File: config.mk
export PLATFORM = sky130hd
export DESIGN_NAME = cam_gray_decimator_flat
export DESIGN_NICKNAME = d
export VERILOG_FILES = /design/src/rtl/cam_gray_decimator_if.sv /design/src/rtl/cam_gray_decimator.sv /design/src/flat_wrapper.sv
export SDC_FILE = /design/constraint.sdc
export NUM_CORES = 1
export LEC_CHECK = 0
export CELL_PAD_IN_SITES_DETAIL_PLACEMENT = 0
export CELL_PAD_IN_SITES_GLOBAL_PLACEMENT = 2
export CORE_UTILIZATION = 35
export CTS_CLUSTER_DIAMETER = 150
export DETAILED_ROUTE_END_ITERATION = 12
export DONT_BUFFER_PORTS = 1
export PLACE_DENSITY_LB_ADDON = 0.1
export SLEW_MARGIN = 20
export SYNTH_ARGS = -nofsm -noshare
export SYNTH_HDL_FRONTEND = slang
export SYNTH_SLANG_ARGS = --single-unit
File: constraint.sdc
create_clock -name clk -period 3.46 [get_ports clk]
set_input_delay 0.519 -clock clk [delete_from_list [all_inputs] [get_ports clk]]
set_output_delay 0.519 -clock clk [all_outputs]
set_load 0.05 [all_outputs]
File: src/rtl/cam_gray_decimator_if.sv
// Port bundle for cam_gray_decimator: the camera pixel stream going in and the
// grayscale byte stream with its status signals coming out.
interface cam_gray_decimator_if #(
    parameter int FIFO_DEPTH = 16
);
    localparam int LW = $clog2(FIFO_DEPTH) + 1;

    logic          frame_valid;
    logic          pixel_valid;
    logic [9:0]    pixel_x;
    logic [9:0]    pixel_y;
    logic [15:0]   pixel_data;
    logic [7:0]    out_data;
    logic          out_valid;
    logic          out_ready;
    logic          frame_start;
    logic          overflow;
    logic [LW-1:0] fifo_level;

    // master: the camera side plus the byte consumer; slave: the decimator
    modport master (
        output frame_valid, pixel_valid, pixel_x, pixel_y, pixel_data, out_ready,
        input  out_data, out_valid, frame_start, overflow, fifo_level
    );

    modport slave (
        input  frame_valid, pixel_valid, pixel_x, pixel_y, pixel_data, out_ready,
        output out_data, out_valid, frame_start, overflow, fifo_level
    );
endinterface

File: src/rtl/cam_gray_decimator.sv
// Decimates an RGB565 pixel stream to one grayscale byte per H_SCALE x V_SCALE
// block and queues the bytes, with a 0xFF frame marker, in a FWFT FIFO.
module cam_gray_decimator #(
    parameter int         H_SCALE    = 8,
    parameter int         V_SCALE    = 8,
    parameter int         IMG_W      = 640,
    parameter int         IMG_H      = 480,
    parameter int         FIFO_DEPTH = 16,
    parameter logic [7:0] SYNC_BYTE  = 8'hFF
) (
    input logic                 clk,
    input logic                 rst,
    cam_gray_decimator_if.slave bus
);
    localparam int         AW     = $clog2(FIFO_DEPTH);
    localparam int         LW     = AW + 1;
    localparam logic [9:0] H_MASK = 10'(H_SCALE - 1);
    localparam logic [9:0] V_MASK = 10'(V_SCALE - 1);

    logic          frame_valid_d;
    logic          rise;
    logic          keep;
    logic [7:0]    r8, g8, b8;
    logic [15:0]   sum;
    logic [7:0]    gray_raw;
    logic [7:0]    gray_next;
    logic          gray_valid;
    logic [7:0]    gray_byte;
    logic          wr_req;
    logic [7:0]    wr_data;
    logic          push;
    logic          pop;
    logic [7:0]    mem [FIFO_DEPTH];
    logic [AW-1:0] wr_ptr;
    logic [AW-1:0] rd_ptr;
    logic [LW-1:0] level;
    logic          overflow_q;

    // rst gating keeps frame_start low while reset is held with frame_valid high
    assign rise = bus.frame_valid & ~frame_valid_d & ~rst;

    assign keep = bus.pixel_valid & bus.frame_valid & frame_valid_d
                & ((bus.pixel_x & H_MASK) == 10'd0)
                & ((bus.pixel_y & V_MASK) == 10'd0)
                & ({1'b0, bus.pixel_x} < 11'(IMG_W))
                & ({1'b0, bus.pixel_y} < 11'(IMG_H));

    assign r8 = {bus.pixel_data[15:11], bus.pixel_data[15:13]};
    assign g8 = {bus.pixel_data[10:5],  bus.pixel_data[10:9]};
    assign b8 = {bus.pixel_data[4:0],   bus.pixel_data[4:2]};
    assign sum = 16'd77  * {8'd0, r8}
               + 16'd150 * {8'd0, g8}
               + 16'd29  * {8'd0, b8};
    assign gray_raw  = 8'(sum >> 8);
    // 0xFF is reserved for the frame marker
    assign gray_next = (gray_raw == 8'hFF) ? 8'hFE : gray_raw;

    // Sync and gray writes cannot coincide: a kept pixel needs frame_valid_d,
    // which is low in every rise cycle.
    assign wr_req  = rise | gray_valid;
    assign wr_data = rise ? SYNC_BYTE : gray_byte;

    // Byte stream: a byte transfers on each clock edge where out_valid and
    // out_ready are both high; out_data is held while out_valid & ~out_ready.
    assign pop  = (level != '0) & bus.out_ready;
    assign push = wr_req & ((level < LW'(FIFO_DEPTH)) | pop);

    always_ff @(posedge clk or posedge rst) begin
        if (rst) begin
            frame_valid_d <= 1'b0;
            gray_valid    <= 1'b0;
            gray_byte     <= 8'd0;
        end else begin
            frame_valid_d <= bus.frame_valid;
            gray_valid    <= keep;
            gray_byte     <= gray_next;
        end
    end

    always_ff @(posedge clk) begin
        if (push) begin
            mem[wr_ptr] <= wr_data;
        end
    end

    always_ff @(posedge clk or posedge rst) begin
        if (rst) begin
            wr_ptr     <= '0;
            rd_ptr     <= '0;
            level      <= '0;
            overflow_q <= 1'b0;
        end else begin
            if (push) begin
                wr_ptr <= wr_ptr + 1'b1;
            end
            if (pop) begin
                rd_ptr <= rd_ptr + 1'b1;
            end
            case ({push, pop})
                2'b10:   level <= level + 1'b1;
                2'b01:   level <= level - 1'b1;
                default: level <= level;
            endcase
            if (wr_req & ~push) begin
                overflow_q <= 1'b1;
            end
        end
    end

    assign bus.out_valid   = (level != '0);
    assign bus.out_data    = (level != '0) ? mem[rd_ptr] : 8'd0;
    assign bus.frame_start = rise;
    assign bus.overflow    = overflow_q;
    assign bus.fifo_level  = level;
endmodule
File: src/flat_wrapper.sv
// flat-port wrapper written by rule: the top's interface ports become plain ports
module cam_gray_decimator_flat 
#(
    parameter int         H_SCALE    = 8,
    parameter int         V_SCALE    = 8,
    parameter int         IMG_W      = 640,
    parameter int         IMG_H      = 480,
    parameter int         FIFO_DEPTH = 16,
    parameter logic [7:0] SYNC_BYTE  = 8'hFF
)
  (clk, rst, bus_frame_valid, bus_pixel_valid, bus_pixel_x, bus_pixel_y, bus_pixel_data, bus_out_ready, bus_out_data, bus_out_valid, bus_frame_start, bus_overflow, bus_fifo_level);
  cam_gray_decimator_if #(.FIFO_DEPTH(FIFO_DEPTH)) bus_i ();
  input logic clk;
  input logic rst;
  input wire logic [$bits(bus_i.frame_valid)-1:0] bus_frame_valid;
  input wire logic [$bits(bus_i.pixel_valid)-1:0] bus_pixel_valid;
  input wire logic [$bits(bus_i.pixel_x)-1:0] bus_pixel_x;
  input wire logic [$bits(bus_i.pixel_y)-1:0] bus_pixel_y;
  input wire logic [$bits(bus_i.pixel_data)-1:0] bus_pixel_data;
  input wire logic [$bits(bus_i.out_ready)-1:0] bus_out_ready;
  output wire logic [$bits(bus_i.out_data)-1:0] bus_out_data;
  output wire logic [$bits(bus_i.out_valid)-1:0] bus_out_valid;
  output wire logic [$bits(bus_i.frame_start)-1:0] bus_frame_start;
  output wire logic [$bits(bus_i.overflow)-1:0] bus_overflow;
  output wire logic [$bits(bus_i.fifo_level)-1:0] bus_fifo_level;
  assign bus_i.frame_valid = bus_frame_valid;
  assign bus_i.pixel_valid = bus_pixel_valid;
  assign bus_i.pixel_x = bus_pixel_x;
  assign bus_i.pixel_y = bus_pixel_y;
  assign bus_i.pixel_data = bus_pixel_data;
  assign bus_i.out_ready = bus_out_ready;
  assign bus_out_data = bus_i.out_data;
  assign bus_out_valid = bus_i.out_valid;
  assign bus_frame_start = bus_i.frame_start;
  assign bus_overflow = bus_i.overflow;
  assign bus_fifo_level = bus_i.fifo_level;
  cam_gray_decimator #(.H_SCALE(H_SCALE), .V_SCALE(V_SCALE), .IMG_W(IMG_W), .IMG_H(IMG_H), .FIFO_DEPTH(FIFO_DEPTH), .SYNC_BYTE(SYNC_BYTE)) u_core (.clk(clk), .rst(rst), .bus(bus_i));
endmodule
==> results of run 1 <==
-- area by class of cell --
class	count	share of cell area
clock inverters	14	0.0106
well taps	330	0.0381
flip-flops and latches	152	0.411
repair buffers	71	0.0504
clock buffers	18	0.0406
multi-input cells	353	0.429
inverters	60	0.0208
-- cells by family after synthesis --
kind of cell | count (synthesis) | synth area share
AO/OA/AOI/OAI | 44 | 0.0353
multiplexers | 42 | 0.103
adder cells (fa/ha/maj) | 147 | 0.250
AND/OR/NAND/NOR | 89 | 0.0534
XOR/XNOR | 31 | 0.0302
flip-flops | 152 | 0.494
buffers and inverters | 75 | 0.0342
-- per-stage QoR --
step	hold WS [ns]	setup TNS, ns	worst slack, ns	std cells
4_1_cts	0.106	-14.18	-2.04	996
2_1_floorplan	0.498	-15.83	-2.36	580
3_3_place_gp	0.513	-18.21	-2.50	962
5_1_grt	0.110	-15.12	-2.13	998
6_report	0.133	-14.04	-1.99	998
3_5_place_dp	0.527	-18.79	-2.62	962
-- layout by cell type, fill, tap and decap left out, types with 3 or more instances in the layout --
| cell | synthesis | layout |
|---|---|---|
| nor2b_1 | 13 | 12 |
| nand4_1 | 4 | 4 |
| or2_2 | 12 | 12 |
| nand2b_1 | 5 | 5 |
| fa_1 | 55 | 51 |
| xnor2_2 | 0 | 5 |
| inv_1 | 60 | 60 |
| nand3_1 | 5 | 5 |
| xor2_1 | 11 | 8 |
| edfxtp_1 | 128 | 128 |
| buf_4 | 1 | 70 |
| ha_4 | 0 | 18 |
| nor3_1 | 8 | 7 |
| clkinvlp_4 | 0 | 3 |
| o21ai_0 | 4 | 4 |
| clkbuf_16 | 0 | 17 |
| dfrtp_1 | 24 | 23 |
| inv_6 | 0 | 4 |
| xnor2_1 | 20 | 15 |
| clkinv_4 | 0 | 3 |
| ha_1 | 92 | 73 |
| a21oi_1 | 17 | 11 |
| mux4_2 | 40 | 40 |
| nand2_1 | 14 | 14 |
| fa_2 | 0 | 4 |
| nor2_1 | 19 | 18 |
| a21oi_2 | 0 | 4 |
| a21o_1 | 6 | 6 |
-- flip-flops by register name (all words and copies together) (netlist names) --
signal,flops
u_core.bus.fifo_level,5
u_core.bus.overflow,1
u_core.frame_valid_d,1
u_core.gray_byte,8
u_core.gray_valid,1
u_core.mem,128
u_core.rd_ptr,4
u_core.wr_ptr,4
-- metal layers --
| metal | up-vias | part of all wire | GRT usage |
|---|---|---|---|
| met2 | 50 | 0.55 | 0.269 |
| met5 | - | 0 | 0 |
| met3 | 6 | 0.022 | 0.0268 |
| met1 | 2471 | 0.42 | 0.166 |
| met4 | 0 | 0.0073 | 0.0407 |
| li1 | 2276 | - | - |
-- synth_stat cells, types with 3 or more instances --
cell        n
edfxtp_1  128
dfrtp_1    24
buf_6       3
nand4_1     4
mux4_2     40
clkbuf_1    6
fa_1       55
xor2_1     11
nand2_1    14
inv_1      60
o21ai_0     4
buf_1       5
nor2_1     19
xnor2_1    20
a21o_1      6
or2_2      12
ha_1       92
nor2b_1    13
a21oi_1    17
nor3_1      8
nand3_1     5
nand2b_1    5
-- critical path: cells and delay by family --
family / cells / cell delay (ns)
adders and majority gates: 10 / 4.05
AOI/OAI and AO/OA: 4 / 0.56
xor gates and xnor gates: 2 / 0.39
and+or+nand+nor: 1 / 0.22
-- timing repair --
action                                  CTS  global route
pin swaps                                22            17
endpoints found under the hold margin     0             0
endpoints found under the setup margin    8             8
buffers inserted                          3             2
gates resized for setup                  18            20
-- how the worst min path moves through the flow --
stage	startpoint	endpoint	slack, ns
finish	bus_frame_valid	u_core.frame_valid_d$_DFF_PP0_	0.13
global route	bus_frame_valid	u_core.frame_valid_d$_DFF_PP0_	0.11
CTS	bus_frame_valid	u_core.frame_valid_d$_DFF_PP0_	0.11
detailed placement	u_core.gray_valid$_DFF_PP0_	u_core.bus.overflow$_DFFE_PP0P_	0.53
global placement	u_core.gray_valid$_DFF_PP0_	u_core.bus.overflow$_DFFE_PP0P_	0.51
floorplan	u_core.gray_valid$_DFF_PP0_	u_core.bus.overflow$_DFFE_PP0P_	0.50
==> run summary, run 1 <==
Clock Latency Late Sink -> 0.42 ns
Asr flop ratio synth -> 0.158
RSZ-0062 raised after global routing -> true
Dominant cell type by area after synthesis -> edfxtp_1
Clock Tree Root -> clkbuf_16
FF-to-FF Start -> u_core.bus.fifo_level[2]$_DFFE_PP0P_
Worst R2R End -> u_core.bus.fifo_level[4]$_DFFE_PP0P_
Setup Crit Path Kind -> input pin to flip-flop
Diodes inserted -> 0
Yosys Warn Count -> 0
Worst Tran Pin Value -> 0.946 ns
Initial DRC Count -> 150
Critical Path RT -> 3.74 ns
Fin. max-slew vios -> 0
Fillers -> 2,288
Clock-pin transition on the worst setup and hold timing paths -> 0.06 ns
Arrival time worst endpoint -> 5.73 ns
Num CTS Buffers -> 17
Max-cap violations -> 0
Initial antenna violation count -> 0
Routability cong. -> 0.747
Final core utilization -> 0.430
Via/cell ratio -> 4.81
Net Count, Synth -> 768
FF/Latch Area -> 4450 sq um
Ports -> 57
DP HPWL -> 13.9 mm
Core area -> 25,200 sq um
First-pass GRT wire length -> 28.5 mm
Setup crit end -> u_core.gray_byte[0]$_DFF_PP0_
Vias in the first global route -> 5,366
Clock buffer depth -> 2
Synth Instances -> 580
Antenna viol nets, final -> 0
Overall Global Routing Usage -> 0.144
Dominant cells by area after synthesis -> edfxtp_1 43%, ha_1 13%, fa_1 12%
CTS tree -> done
Number of synthesized flops with an enable pin -> 128
Htree depth -> 4
Hold depth -> 0
DIE WIDTH -> 162 um
Hold WC Path Type -> input pin to flip-flop
Clock sink count -> 152
CTS Hold Bufs -> 0
R2R Setup Slk -> 0.53 ns
CP max stage cell -> fa_2
Total iterations of the first detailed-routing run -> 4
Most used DFF post-synth -> edfxtp_1
Cell mode on critical path -> ha_4
Design area -> 10,800 sq um
Worst Slack Setup Final -> -1.99 ns
Nets@finish -> 843
Placed cell area -> 9980 sq um
Setup Skew -> 0.00976 ns
Wire length per cell -> 17.7 um
Critical Path Start -> bus_pixel_data[7]
Area of the multi-input gates -> 4640 sq um
Sequential-to-total area share from yosys stat -> 0.494
Port Buf Inserts -> 0
Syn Area/Cell -> 15.5 sq um
CP peak stage delay -> 0.58 ns
R2R cell count -> 12
Final WL -> 17.6 mm
DIE AREA -> 26,300 sq um
Netlist cell types -> 47
Share of cells above drive strength 1 -> 0.310
Synth Register Bits -> 152
Slew margin rel. -> 0.369
Fin crit period -> 5.45 ns
Worst Setup End Kind -> flip-flop
DRC viols -> 0
Final hold vios -> 0
Largest net degree at the start of global routing -> 36
Total grt overflow -> 0
Initial Utilization -> 0.357
Failing checks -> negative setup slack
Final cycle utilization of the critical path -> 1.57
Startpoint Class -> input pin
Total vias in the final route -> 4,803
Peak Freq -> 184 MHz
CP cell instances -> ha_4, ha_4, fa_1, fa_1, ha_4, xnor2_2, fa_2, fa_1, fa_2, fa_2, ha_4, o2111ai_2, and4_4, o31ai_4, a21oi_1, xnor2_1, a41oi_2
Synthesis-to-layout area growth -> 20.3%
Crit Path Max Fanout -> 4
Synth Cell Area -> 9000 sq um
Post-synth top area share -> 0.427
Die Ht -> 162 um
FP Rows -> 58
Setup-failing EPs final -> 8
Status -> complete, but fails checks
Power of run 1 is left out: the tool's default activity adds up to more than one toggle a clock period on the data nets, which glitch-free logic cannot reach.
==> inputs of run 2 (changes only) <==
--- a/config.mk
+++ b/config.mk
@@ -8,5 +8,6 @@
 export CELL_PAD_IN_SITES_DETAIL_PLACEMENT = 0
 export CELL_PAD_IN_SITES_GLOBAL_PLACEMENT = 2
-export CORE_UTILIZATION = 35
+export CORE_UTILIZATION = 49
+export CTS_BUF_LIST = sky130_fd_sc_hd__clkbuf_2
 export CTS_CLUSTER_DIAMETER = 150
 export DETAILED_ROUTE_END_ITERATION = 12
==> constraint.sdc (replaced) <==
create_clock -name clk -period 3.46 [get_ports clk]
set_input_delay 0.519 -clock clk [delete_from_list [all_inputs] [get_ports clk]]
set_output_delay 0.519 -clock clk [all_outputs]
set_load 0.01 [all_outputs]
==> run summary, run 2 (same netlist as run 1, synthesis figures left out) <==
Wire length per cell -> 18.4 um (was 17.7 um)
Synthesis-to-layout area growth -> 13.8% (was 20.3%)
Critical Path RT -> 4.01 ns (was 3.74 ns)
Commonest non-fill, non-tap cell in the layout -> edfxtp_1 (unchanged)
Nets@finish -> 839 (was 843)
Vias in the first global route -> 5,103 (was 5,366)
Fillers -> 1,447 (was 2,288)
Share of cells above drive strength 1 -> 0.274 (was 0.310)
RSZ-0062 raised after global routing -> true (unchanged)
Setup Skew -> 0.0265 ns (was 0.00976 ns)
DIE AREA -> 18,900 sq um (was 26,300 sq um)
Via/cell ratio -> 5.28 (was 4.81)
Worst Tran Pin Value -> 0.893 ns (was 0.946 ns)
Die Ht -> 137 um (was 162 um)
DIE WIDTH -> 137 um (was 162 um)
Hold depth -> 3 (was 0)
Hold WC Path Type -> input pin to flip-flop (unchanged)
Slew margin rel. -> 0.401 (was 0.369)
Final cycle utilization of the critical path -> 1.52 (was 1.57)
Placed cells -> 851 (was 962)
Final hold vios -> 0 (unchanged)
Most frequent cells in the layout -> 128 x edfxtp_1, 79 x ha_1, 61 x buf_4, 59 x inv_1, 52 x fa_1 (was 128 x edfxtp_1, 73 x ha_1, 70 x buf_4, 60 x inv_1, 51 x fa_1)
Failing checks -> negative setup slack (unchanged)
Clock sink count -> 152 (unchanged)
Clock Tree Root -> clkbuf_2 (was clkbuf_16)
Reg with most FFs -> u_core.mem (unchanged)
Clock-pin transition on the worst setup and hold timing paths -> 0.20 ns (was 0.06 ns)
Worst Setup End Kind -> flip-flop (unchanged)
Total iterations of the first detailed-routing run -> 5 (was 4)
Largest net degree at the start of global routing -> 36 (unchanged)
Ports -> 57 (unchanged)
Setup Crit Path Kind -> input pin to flip-flop (unchanged)
FP Rows -> 49 (was 58)
Htree depth -> 4 (unchanged)
Peak Freq -> 190 MHz (was 184 MHz)
Port Buf Inserts -> 0 (unchanged)
Crit Path Max Fanout -> 4 (unchanged)
DRC viols -> 0 (unchanged)
DP HPWL -> 12.8 mm (was 13.9 mm)
Clock Latency Late Sink -> 0.68 ns (was 0.42 ns)
Overall Global Routing Usage -> 0.188 (was 0.144)
Total grt overflow -> 0 (unchanged)
Fin crit period -> 5.26 ns (was 5.45 ns)
Setup-failing EPs final -> 8 (unchanged)
Antenna viol nets, final -> 0 (unchanged)
R2R cell count -> 12 (unchanged)
Startpoint Class -> input pin (unchanged)
Initial DRC Count -> 200 (was 150)
First-pass GRT wire length -> 26.0 mm (was 28.5 mm)
Core area -> 18,000 sq um (was 25,200 sq um)
Post-Layout Cell Count -> 894 (was 998)
Fin. max-slew vios -> 0 (unchanged)
Clock buffer depth -> 2 (unchanged)
CTS tree -> done (unchanged)
Max-cap violations -> 0 (unchanged)
Final WL -> 16.4 mm (was 17.6 mm)
Num CTS Buffers -> 17 (unchanged)
Total vias in the final route -> 4,723 (was 4,803)
Initial Utilization -> 0.501 (was 0.357)
Arrival time worst endpoint -> 5.81 ns (was 5.73 ns)
Routability cong. -> 0.764 (was 0.747)
Worst Slack Setup Final -> -1.80 ns (was -1.99 ns)
Status -> complete, but fails checks (unchanged)
Initial antenna violation count -> 1 (was 0)
Largest register FFs -> 128 (unchanged)
run 2: per-layer routing:
layer / vias up / share of wire / GRT usage
met5: - / 0 / 0
met4: 0 / 0.013 / 0.0592
met3: 11 / 0.024 / 0.0309
met2: 67 / 0.55 / 0.347
met1: 2370 / 0.41 / 0.223
li1: 2275 / - / -
run 2: per-stage QoR:
step	cell area, sq um	util	hold WS (ns)	setup TNS, ns	worst slack [ns]
final	10200	0.570	0.102	-12.25	-1.80
after global routing	10200	0.570	0.0479	-12.60	-1.84
after CTS	10200	0.567	0.0274	-11.54	-1.68
after detailed placement	9780	0.544	0.537	-18.92	-2.67
after global placement	9780	0.544	0.510	-17.93	-2.48
after floorplan	9130	-	0.496	-15.83	-2.36
run 2: path summary, 6_finish.rpt:
kind	startpoint	to	slack (ns)
worst max-delay path	bus_pixel_data[7]	u_core.gray_byte[0]$_DFF_PP0_	-1.80
worst min-delay path	rst	u_core.bus.overflow$_DFFE_PP0P_	0.10
worst max register to register	u_core.bus.fifo_level[1]$_DFFE_PP0P_	u_core.bus.fifo_level[4]$_DFFE_PP0P_	0.50
worst min register to register	u_core.gray_valid$_DFF_PP0_	u_core.bus.overflow$_DFFE_PP0P_	0.58
max in group asynchronous	rst	u_core.rd_ptr[0]$_DFFE_PP0P_	2.66
min in group asynchronous	rst	u_core.gray_byte[3]$_DFF_PP0_	0.34
run 2: layout make-up:
type,instances,area [sq um],area share
antenna,1,2.50,0.000244
clock buffer,19,95.1,0.00929
clock inverter,13,170,0.0166
inverter,60,225,0.0220
multi-input combinational,353,4490,0.438
sequential,152,4450,0.434
tap,229,287,0.0280
timing repair buffer,67,528,0.0516
run 2: what timing repair did:
action / 4_1_cts / 5_1_grt
setup buffers: 3 / 3
endpoints found under the setup margin: 8 / 8
endpoints found under the hold margin: 27 / 0
hold buffers: 5 / 0
gates resized for setup: 14 / 5
pin swaps: 29 / 13
run 2: critical path: stages:
cell and delay [ns]:
ha_4 0.22, ha_4 0.26, fa_1 0.43, fa_1 0.62, ha_4 0.24, xnor2_2 0.14
fa_2 0.54, fa_1 0.43, fa_2 0.54, fa_2 0.45, ha_4 0.18, a21o_1 0.20
nor3_2 0.11, and4_4 0.28, o31ai_4 0.07, buf_4 0.14, a21oi_4 0.13, xnor2_2 0.14
a41oi_2 0.15
Power of run 2 is left out for the same reason.
==> inputs of run 3 (changes only) <==
- clock period: 3.46 -> 5.2 ns (I/O delays scaled with it)
==> run summary, run 3 (same netlist as run 1, synthesis figures left out) <==
Clock Latency Late Sink -> 0.69 ns (was 0.68 ns)
Area of the multi-input gates -> 4470 sq um (was 4490 sq um)
Arrival time worst endpoint -> 5.96 ns (was 5.81 ns)
Vias in the first global route -> 5,010 (was 5,103)
Setup Skew -> 0.0250 ns (was 0.0265 ns)
Setup-failing EPs final -> 4 (was 8)
Startpoint Class -> input pin (unchanged)
Wire length per cell -> 19.0 um (was 18.4 um)
Number of setup buffers added after CTS -> 0 (was 3)
Max-cap violations -> 0 (unchanged)
RSZ-0062 raised after global routing -> true (unchanged)
Nets@finish -> 821 (was 839)
DIE AREA -> 18,900 sq um (unchanged)
Antenna viol nets, final -> 0 (unchanged)
Largest net degree at the start of global routing -> 36 (unchanged)
Share of cells above drive strength 1 -> 0.257 (was 0.274)
Placed cells -> 841 (was 851)
Fin. max-slew vios -> 0 (unchanged)
Worst Setup End Kind -> flip-flop (unchanged)
Via/cell ratio -> 5.42 (was 5.28)
Clock buffer depth -> 2 (unchanged)
Synthesis-to-layout area growth -> 12.0% (was 13.8%)
Ports -> 57 (unchanged)
First-pass GRT wire length -> 26.3 mm (was 26.0 mm)
Final WL -> 16.6 mm (was 16.4 mm)
Total iterations of the first detailed-routing run -> 4 (was 5)
Initial antenna violation count -> 1 (unchanged)
CTS tree -> done (unchanged)
Status -> complete, but fails checks (unchanged)
Most frequent cells in the layout -> 128 x edfxtp_1, 79 x ha_1, 59 x inv_1, 52 x fa_1, 47 x buf_4 (was 128 x edfxtp_1, 79 x ha_1, 61 x buf_4, 59 x inv_1, 52 x fa_1)
Slew margin rel. -> 0.403 (was 0.401)
Peak Freq -> 187 MHz
Initial Utilization -> 0.501 (unchanged)
Port Buf Inserts -> 0 (unchanged)
Num CTS Buffers -> 17 (unchanged)
Fin crit period -> 5.36 ns
Routability cong. -> 0.762 (was 0.764)
Failing checks -> negative setup slack (unchanged)
Reg with most FFs -> u_core.mem (unchanged)
Critical Path RT -> 5.80 ns (was 4.01 ns)
Clock-pin transition on the worst setup and hold timing paths -> 0.24 ns (was 0.20 ns)
Commonest non-fill, non-tap cell in the layout -> edfxtp_1 (unchanged)
Initial DRC Count -> 165 (was 200)
Pre-CTS setup slack -> -1.17 ns (was -2.67 ns)
Clock Tree Root -> clkbuf_2 (unchanged)
Fillers -> 1,451 (was 1,447)
Worst Slack Setup Final -> -0.160 ns (was -1.80 ns)
DIE WIDTH -> 137 um (unchanged)
FF/Latch Area -> 4450 sq um (unchanged)
Final hold vios -> 0 (unchanged)
Total vias in the final route -> 4,747 (was 4,723)
Core area -> 18,000 sq um (unchanged)
DP HPWL -> 13.0 mm (was 12.8 mm)
Final cycle utilization of the critical path -> 1.03
Largest register FFs -> 128 (unchanged)
Hold WC Path Type -> input pin to flip-flop (unchanged)
Worst Tran Pin Value -> 0.890 ns (was 0.893 ns)
Die Ht -> 137 um (unchanged)
Setup Crit Path Kind -> input pin to flip-flop (unchanged)
Overall Global Routing Usage -> 0.191 (was 0.188)
Post-Layout Cell Count -> 876 (was 894)
FP Rows -> 49 (unchanged)
Clock sink count -> 152 (unchanged)
Total grt overflow -> 0 (unchanged)
Crit Path Max Fanout -> 4 (unchanged)
Setup TNS Final -> -0.386 ns (was -12.25 ns)
Htree depth -> 4 (unchanged)
DRC viols -> 0 (unchanged)
==> run 3: what timing repair did <==
action                                  CTS  global route
endpoints found under the setup margin    5             5
resized for setup                        13             2
pin swaps                                21             2
hold buffers                              0             2
endpoints found under the hold margin     0            14
==> run 3: final cells by class <==
cell class,count,area share
Sequential cell,152,0.441
Tap cell,229,0.0284
Antenna cell,1,0.000248
Inverter,60,0.0224
Multi-Input combinational cell,353,0.444
Clock inverter,14,0.0181
Clock buffer,18,0.00894
Timing Repair Buffer,49,0.0370
==> run 3: worst max-delay path: stages <==
cell and delay [ns]:
ha_4 0.23, ha_4 0.23, fa_1 0.46, fa_1 0.57, ha_4 0.22, xnor2_2 0.19, fa_2 0.48, fa_1 0.48
fa_2 0.54, fa_2 0.45, ha_4 0.30, o2111ai_2 0.09, and4_4 0.21, o31ai_4 0.22, a31oi_1 0.13, xnor2_1 0.22
a41oi_2 0.14
==> run 3: worst paths after layout <==
path                                                 from                                    to  slack (ns)  cells after the start
max                                     bus_pixel_data[7]         u_core.gray_byte[0]$_DFF_PP0_       -0.16                     17
min                                        bus_pixel_y[8]           u_core.gray_valid$_DFF_PP0_        0.19                      1
max reg2reg                u_core.frame_valid_d$_DFF_PP0_  u_core.bus.fifo_level[4]$_DFFE_PP0P_        2.03                     13
min reg2reg                   u_core.gray_valid$_DFF_PP0_       u_core.bus.overflow$_DFFE_PP0P_        0.55                      2
max in group asynchronous                             rst          u_core.rd_ptr[0]$_DFFE_PP0P_        4.16                      2
min in group asynchronous                             rst         u_core.gray_byte[0]$_DFF_PP0_        0.58                      2
==> run 3: per-layer routing <==
metal  vias up  track usage  share of wire
li1       2246            -              -
met1      2427        0.230           0.41
met2        66        0.345           0.55
met3         8       0.0350          0.026
met4         0       0.0604          0.014
met5         -            0              0
==> run 3: metrics by stage <==
stage / utilization / cell area [sq um] / hold slack (ns)
floorplan: - / 9130 / 0.496
global placement: 0.540 / 9690 / 0.511
detailed placement: 0.540 / 9690 / 0.516
CTS: 0.559 / 10000 / 0.0111
global route: 0.561 / 10100 / 0.0906
finish: 0.561 / 10100 / 0.194
Power of run 3 is left out for the same reason.
